[config.mk]
export PLATFORM = sky130hd
export DESIGN_NAME = alu_op_sequencer
export DESIGN_NICKNAME = d
export VERILOG_FILES = /design/src/rtl/alu_seq_pkg.sv /design/src/rtl/alu_op_decode.sv /design/src/rtl/alu_op_sequencer.sv
export SDC_FILE = /design/constraint.sdc
export NUM_CORES = 1
export LEC_CHECK = 0
export CAP_MARGIN = 20
export CORE_MARGIN = 10
export CORE_UTILIZATION = 46
export CTS_CLUSTER_DIAMETER = 100
export DETAILED_ROUTE_END_ITERATION = 16
export MAX_ROUTING_LAYER = met4
export PLACE_DENSITY_LB_ADDON = 0.2
export SLEW_MARGIN = 20
export SYNTH_ARGS = -nofsm -noshare
export SYNTH_HDL_FRONTEND = slang
export SYNTH_SLANG_ARGS = --single-unit
[constraint.sdc]
create_clock -name clkpos -period 3.3 [get_ports clkpos]
set_input_delay 0.33 -clock clkpos [delete_from_list [all_inputs] [get_ports clkpos]]
set_output_delay 0.33 -clock clkpos [all_outputs]
set_load 0.005 [all_outputs]
[src/rtl/alu_seq_pkg.sv]
// Shared types and constants for the ALU operation sequencer.
package alu_seq_pkg;

  localparam int unsigned PHASES  = 17;
  localparam int unsigned PHASE_W = 5;

  typedef enum logic [2:0] {
    OP_AND  = 3'd0,
    OP_OR   = 3'd1,
    OP_ADD  = 3'd2,
    OP_SUB  = 3'd3,
    OP_RSUB = 3'd4,
    OP_SLT  = 3'd5
  } op_e;

  typedef enum logic [1:0] {
    ST_IDLE = 2'd0,
    ST_RUN  = 2'd1,
    ST_RESP = 2'd2
  } state_e;

  typedef struct packed {
    logic [1:0] ctrl;
    logic       sub;
    logic       stl;
    logic       cin;
  } ctrl_word_t;

endpackage

[src/rtl/alu_op_decode.sv]
// Combinational opcode decode into the ALU static control word.
module alu_op_decode
  import alu_seq_pkg::*;
(
  input  logic [2:0] op,
  output ctrl_word_t cw,
  output logic       illegal
);

  // Unused opcodes fall back to the AND word and are flagged.
  always_comb begin
    cw      = '0;
    illegal = 1'b0;
    case (op)
      OP_AND:  cw = '0;
      OP_OR:   cw.ctrl = 2'b01;
      OP_ADD:  cw.ctrl = 2'b10;
      OP_SUB: begin
        cw.ctrl = 2'b10;
        cw.stl  = 1'b1;
        cw.cin  = 1'b1;
      end
      OP_RSUB: begin
        cw.ctrl = 2'b10;
        cw.sub  = 1'b1;
        cw.cin  = 1'b1;
      end
      OP_SLT: begin
        cw.ctrl = 2'b11;
        cw.stl  = 1'b1;
        cw.cin  = 1'b1;
      end
      default: illegal = 1'b1;
    endcase
  end

endmodule

[src/rtl/alu_op_sequencer.sv]
// Accepts one ALU request, holds its control word across the datapath phases,
// then captures and presents the result over a valid/ready handshake.
module alu_op_sequencer #(
  parameter int unsigned WIDTH  = 16,
  parameter int unsigned PHASES = 17
) (
  input  logic             clkpos,
  input  logic             rst,
  input  logic             req_valid,
  output logic             req_ready,
  input  logic [2:0]       req_op,
  input  logic [1:0]       req_asel,
  input  logic             req_bsel,
  input  logic [1:0]       req_osel,
  output logic             ALU_Control1,
  output logic             ALU_Control0,
  output logic             SUB,
  output logic             STL,
  output logic             Adder_Cin,
  output logic             B_mux0,
  output logic             B_mux1,
  output logic             A_mux,
  output logic             mux3_0,
  output logic             mux3_1,
  output logic [4:0]       phase,
  input  logic [WIDTH-1:0] alu_result_in,
  input  logic             zero_in,
  output logic             rsp_valid,
  input  logic             rsp_ready,
  output logic [WIDTH-1:0] rsp_data,
  output logic             rsp_zero,
  output logic             rsp_err
);

  import alu_seq_pkg::*;

  localparam logic [PHASE_W-1:0] LAST_PHASE = PHASE_W'(PHASES - 1);

  state_e     state;
  ctrl_word_t cw_q;
  ctrl_word_t dec_cw;
  logic       dec_illegal;
  logic       err_q;
  logic [1:0] asel_q;
  logic       bsel_q;
  logic [1:0] osel_q;

  alu_op_decode u_decode (
    .op      (req_op),
    .cw      (dec_cw),
    .illegal (dec_illegal)
  );

  // Sequencer FSM; every output is a register updated here.
  always_ff @(posedge clkpos or posedge rst) begin
    if (rst) begin
      state     <= ST_IDLE;
      req_ready <= 1'b1;
      phase     <= '0;
      cw_q      <= '0;
      err_q     <= 1'b0;
      asel_q    <= '0;
      bsel_q    <= 1'b0;
      osel_q    <= '0;
      rsp_valid <= 1'b0;
      rsp_data  <= '0;
      rsp_zero  <= 1'b0;
      rsp_err   <= 1'b0;
    end else begin
      case (state)
        ST_IDLE: begin
          if (req_valid && req_ready) begin
            state     <= ST_RUN;
            req_ready <= 1'b0;
            phase     <= '0;
            cw_q      <= dec_cw;
            err_q     <= dec_illegal;
            asel_q    <= req_asel;
            bsel_q    <= req_bsel;
            osel_q    <= req_osel;
          end
        end
        ST_RUN: begin
          if (phase == LAST_PHASE) begin
            state     <= ST_RESP;
            phase     <= '0;
            rsp_valid <= 1'b1;
            rsp_data  <= alu_result_in;
            rsp_zero  <= zero_in;
            rsp_err   <= err_q;
          end else begin
            phase <= PHASE_W'(phase + 5'd1);
          end
        end
        ST_RESP: begin
          if (rsp_ready) begin
            state     <= ST_IDLE;
            req_ready <= 1'b1;
            rsp_valid <= 1'b0;
          end
        end
        default: begin
          state     <= ST_IDLE;
          req_ready <= 1'b1;
          rsp_valid <= 1'b0;
        end
      endcase
    end
  end

  assign ALU_Control1 = cw_q.ctrl[1];
  assign ALU_Control0 = cw_q.ctrl[0];
  assign SUB          = cw_q.sub;
  assign STL          = cw_q.stl;
  assign Adder_Cin    = cw_q.cin;
  assign B_mux1       = asel_q[1];
  assign B_mux0       = asel_q[0];
  assign A_mux        = bsel_q;
  assign mux3_1       = osel_q[1];
  assign mux3_0       = osel_q[0];

endmodule

# Word level (Yosys, flattened, before mapping)
# Cells that the tools add are included.
# word_totals
ff_bits,38
in_bits,29
output_inout_bits,35
wordCells,61
# op_classes
n_addsub,1
eq_ne,11
n_mux,18
n_bitwise,2
n_reduce_logical,14
# op_table
op,n
$pmux W2 S3,2
$mux W5,2
$pmux W5 S2,1
$reduce_and A3 Y1,3
$mux W1,8
$eq A3 B2 Y1 const B,2
$eq A3 B3 Y1 const B,2
$mux W2,3
$ne A2 B2 Y1 const B,3
$pmux W1 S3,2
$reduce_and A2 Y1,3
$reduce_or A3 Y1,2
$reduce_or A6 Y1,1
$add A5 B1 Y5 const B,1
$eq A5 B5 Y1 const B,1
$eq A3 B1 Y1 const B,1
$logic_not A3 Y1,1
$eq A2 B1 Y1 const B,1
$eq A2 B2 Y1 const B,1
$logic_not A2 Y1,1
$not A1 Y1,2
$reduce_bool A2 Y1,1
$reduce_or A2 Y1,1
$logic_and A1 B1 Y1,1

# Longest topological paths before layout
# logic_depth
ltp_word,3
ltp_mapped,6
depth_no_buf,5

# By module
# Synthesis repeated with hierarchy kept, for this count alone.
# unflattened
cells_unflattened,144
hier_area_um2,1712.9
# by_module_without_submodules
module,instances,cells_per_inst,area_per_inst_um2,seq_area_each_um2
alu_op_sequencer,1,136,1662.8,952.2
alu_op_decode,1,8,50.0,0.0

# Worst setup path before layout
# OpenSTA, ideal clock, no wires.
# synth_timing
kind,flip-flop to flip-flop
startpoint,reg phase[0]
endpoint,reg rsp_data[10]
setup_time_ns,0.125
arrival_ns,1.695
required_ns,3.175
slack_ns,1.480
stages_incl_launch_ff,7
n_path_buf,1
period_less_slack_ns,1.820
path_cell_list,dfrtp_1 inv_1 ha_1 nand4bb_4 or3b_4 buf_6 mux2_4
# synth_via
elab_chain_len,2
# synth_rtl
element,line_no,source
from (decl),alu_op_sequencer.sv:25,"output logic [4:0] phase,"
from (signal assigned),alu_op_sequencer.sv:92,phase <= PHASE_W'(phase + 5'd1);
$eq A5 B5 Y1,alu_op_sequencer.sv:84,if (phase == LAST_PHASE) begin
$reduce_and A2 Y1 (no source line),--,
to (signal assigned),alu_op_sequencer.sv:88,rsp_data <= alu_result_in;
to (decl),alu_op_sequencer.sv:30,"output logic [WIDTH-1:0] rsp_data,"
# Every way passes these cells.
# A chain may end at the register's enable or synchronous reset.

# Worst setup path after layout
# layout_timing
startpoint,reg phase[0]
endpoint,reg rsp_data[2]
# Same word-level chain as after synthesis.

==> impl_results.md <==
- Status: finished, final reports clean
- Largest net degree at the start of global routing: 23
- CP bufs+invs: 1
- Delay-heaviest family, CP: simple AND/OR/NAND/NOR gates
- Largest family of logic cells by synthesized area: multiplexers
- Core ar.: about 3400 sq um
- H-tree depth: 2
- Clk buf depth: 2
- Number of fillers in the final layout: 264
- Min Tclk post-route: around 2.0 ns
- Max Slew Vio Count: 0
- DR WL/cell: 16.4 um
- Register area share after synthesis: 57.2%
- Syn nets: between 150 and 200
- Row cnt: 21
- Synthesis Warnings: 0
- Post-CTS Setup Bufs: 0
- Initial Utilization: between 40% and 50%
- Global-route wire length before repair: slightly above 6000 um
- Max VDD drop: 0.000463 V
- Syn Inst Count: between 100 and 150
- Crit start category: flop
- CP endpoint kind: flop
- F_max: 507 MHz
- Dpl cells: 226
- Syn_area_per_cell: roughly 14 sq um
- Number of global-route vias before repair: roughly 1300
- Synth area leader: dfrtp_1
- Clk Latency, worst-skew pair: ~0.33 ns
- Total wire length: between 3000 and 4000 um
- Pwr dens: 802 nW/um^2
- ANT nets after route: 0
- Area growth syn-to-layout: 42.9%
- Layout Cells excl Fill: 234
- Post-CTS Hold Buffers: 0
- Root Buffer: clkbuf_4
- Post-synthesis compound-gate area fraction: under 10%
- Residual DRC count: 0
- Nets: between 200 and 250
- Slowest CP cell: or3b_4
- Post-DP HPWL: approximately 3000 um
- CTS tree: done
- CTS sink count: 38
- Antenna violations before repair: 0
- Multiplexer share of the synthesized area: about a fifth
- Clk_skew: around 0.0070 ns
- Crit path kind: reg2reg
- CP arrival: approximately 2.2 ns
- DRT Pass-1 Iters: 4
- Hold crit path type: in2async
- Final GP Congestion: 0.790
- Max cap viols: 0
- Crit-path max FO: 21
- Syn Std Cell Area: between 1500 and 2000 sq um
- TritonCTS Buffers: 5
- Final worst slack: 1.33 ns
- Post-Place Worst Slack: about 1.3 ns
- Worst Tran Pin Value: between 0.7 and 0.8 ns
- Crit share post-route: between 50% and 60%
- Die Area: 6420 sq um
- Cells taking the most area after synthesis: dfrtp_1 (56%), mux2_4 (15%), mux2_2 (4.7%)
- #FFs+latches synth: 38
- Die H: approximately 80 um
- Number of setup violations in the final report: 0
- CP cell instances: inv_1 > ha_1 > nand4bb_4 > or3b_4 > mux2_4
- 1st-iter DRT viols: just under 90
- Most frequent cells in the layout: clkdlybuf4s50_1 (63), dfrtp_1 (37), mux2_4 (17)
- Via density per instance: 5.06
- I/O pin total: 64
- CTS clk-pin slew, worst paths: between 0.1 and 0.15 ns
- Final Hold Fails: 0
- Synth Area in Adders: approximately 1.5%
- RSZ-0062 raised after global routing: false
- Area share of xor/xnor cells in the synthesized design: less than 1%
- Share of the synthesized area in the top cell type: a little under three fifths
- Distinct cells, synth: 31
- Layout cells sized above 1: around a fifth
- Worst endpoint required time: approximately 3.5 ns
- Post_cts resized: 0
- Slew HR: a little under half
- Vias: 1183
- Lkg Pwr: 1.09 nW
- Antenna cells: 0
- GR Util All Layers: roughly an eighth
- Port Buffer Count: 63
- Synth Area in Simple Gates: 10.8%
- Commonest non-fill, non-tap cell in the layout: clkdlybuf4s50_1
- Die X: 80.1 um
- Setup TNS: 0 ns
- Total grt overflow: 0
- Max incr delay on CP: 0.61 ns
[synthesized netlist by cell type]
cell	number
nor2_1	4
o31a_1	1
nand4bb_1	1
mux2_4	17
dfstp_2	1
a21oi_1	2
nor4_1	1
or2_2	1
o21ai_0	7
nand2b_1	2
nand3_1	5
nand4bb_4	1
or3b_4	1
mux2_2	7
nand3b_1	2
buf_1	1
a31oi_1	2
ha_1	2
inv_1	4
buf_6	3
xnor2_1	1
o211ai_1	1
o41ai_1	1
o211a_1	1
clkbuf_1	1
a21o_1	1
nor2b_1	1
nor3_1	1
nand2_1	10
a22o_1	1
dfrtp_1	37
[per-stage QoR]
| stage | util, % | total power, mW | hold slack (ns) | area, sq um |
|---|---|---|---|---|
| floorplan | - | 1.16 | 0.429 | 1660 |
| global placement | 67.9 | 1.65 | 0.460 | 2320 |
| detailed placement | 67.9 | 1.69 | 0.474 | 2320 |
| CTS | 69.6 | 1.94 | 0.460 | 2380 |
| global route | 69.6 | 2.03 | 0.486 | 2380 |
| finish | 69.6 | 1.91 | 0.434 | 2380 |
[where the power goes]
part           leakage (nW)  internal (mW)  total [mW]  switching (mW)
sequential            0.466          0.673       0.816           0.143
combinational         0.588          0.597       0.848           0.251
clock                0.0353          0.103       0.245           0.141
total                  1.09           1.37        1.91           0.536
[final timing paths]
kind	slack, ns	to	from	depth (start not counted)
hold / removal	0.43	rsp_zero$_DFFE_PP0P_	rst	2
setup / recovery	1.33	rsp_data[2]$_DFFE_PP0P_	phase[0]$_DFFE_PP0P_	5
max in group asynchronous	2.08	req_ready$_DFFE_PP1P_	rst	3
setup reg to reg	1.33	rsp_data[2]$_DFFE_PP0P_	phase[0]$_DFFE_PP0P_	5
hold reg to reg	0.50	ALU_Control1$_DFFE_PP0P_	ALU_Control1$_DFFE_PP0P_	1
min in group clkpos	0.50	ALU_Control1$_DFFE_PP0P_	ALU_Control1$_DFFE_PP0P_	1
[sequential cells by signal (all words and copies together) (netlist names), 2 cells and up]
register	cells
rsp_data	16
phase	5
asel_q	2
osel_q	2
state	2
[logic make-up (layout without fill, tap and decap cells)]
family | count (synthesis) | after routing
adder cells (fa/ha/maj) | 2 | 2
buffers and inverters | 9 | 76
AND/OR/NAND/NOR | 30 | 30
multiplexers | 24 | 24
flip-flops | 38 | 38
AO/OA/AOI/OAI | 17 | 17
XOR/XNOR | 1 | 1
[layout make-up]
| cell class | count | area [sq um] | share of cell area (%) |
|---|---|---|---|
| tap | 46 | 57.6 | 2.42 |
| clock inverter | 1 | 5.00 | 0.210 |
| clock buffer | 7 | 55.1 | 2.31 |
| timing repair buffer | 64 | 638 | 26.8 |
| multi-input combinational | 74 | 656 | 27.6 |
| inverter | 4 | 15.0 | 0.631 |
| sequential | 38 | 952 | 40.0 |
[routing by layer]
metal	vias to the layer above	share of wire, %	global-route usage, %
li1	554	-	-
met1	563	42	13.6
met2	57	46	18.9
met3	9	9.7	6.24
met4	0	2.0	4.93
met5	-	0	-
(Power assumes the default switching activity.)
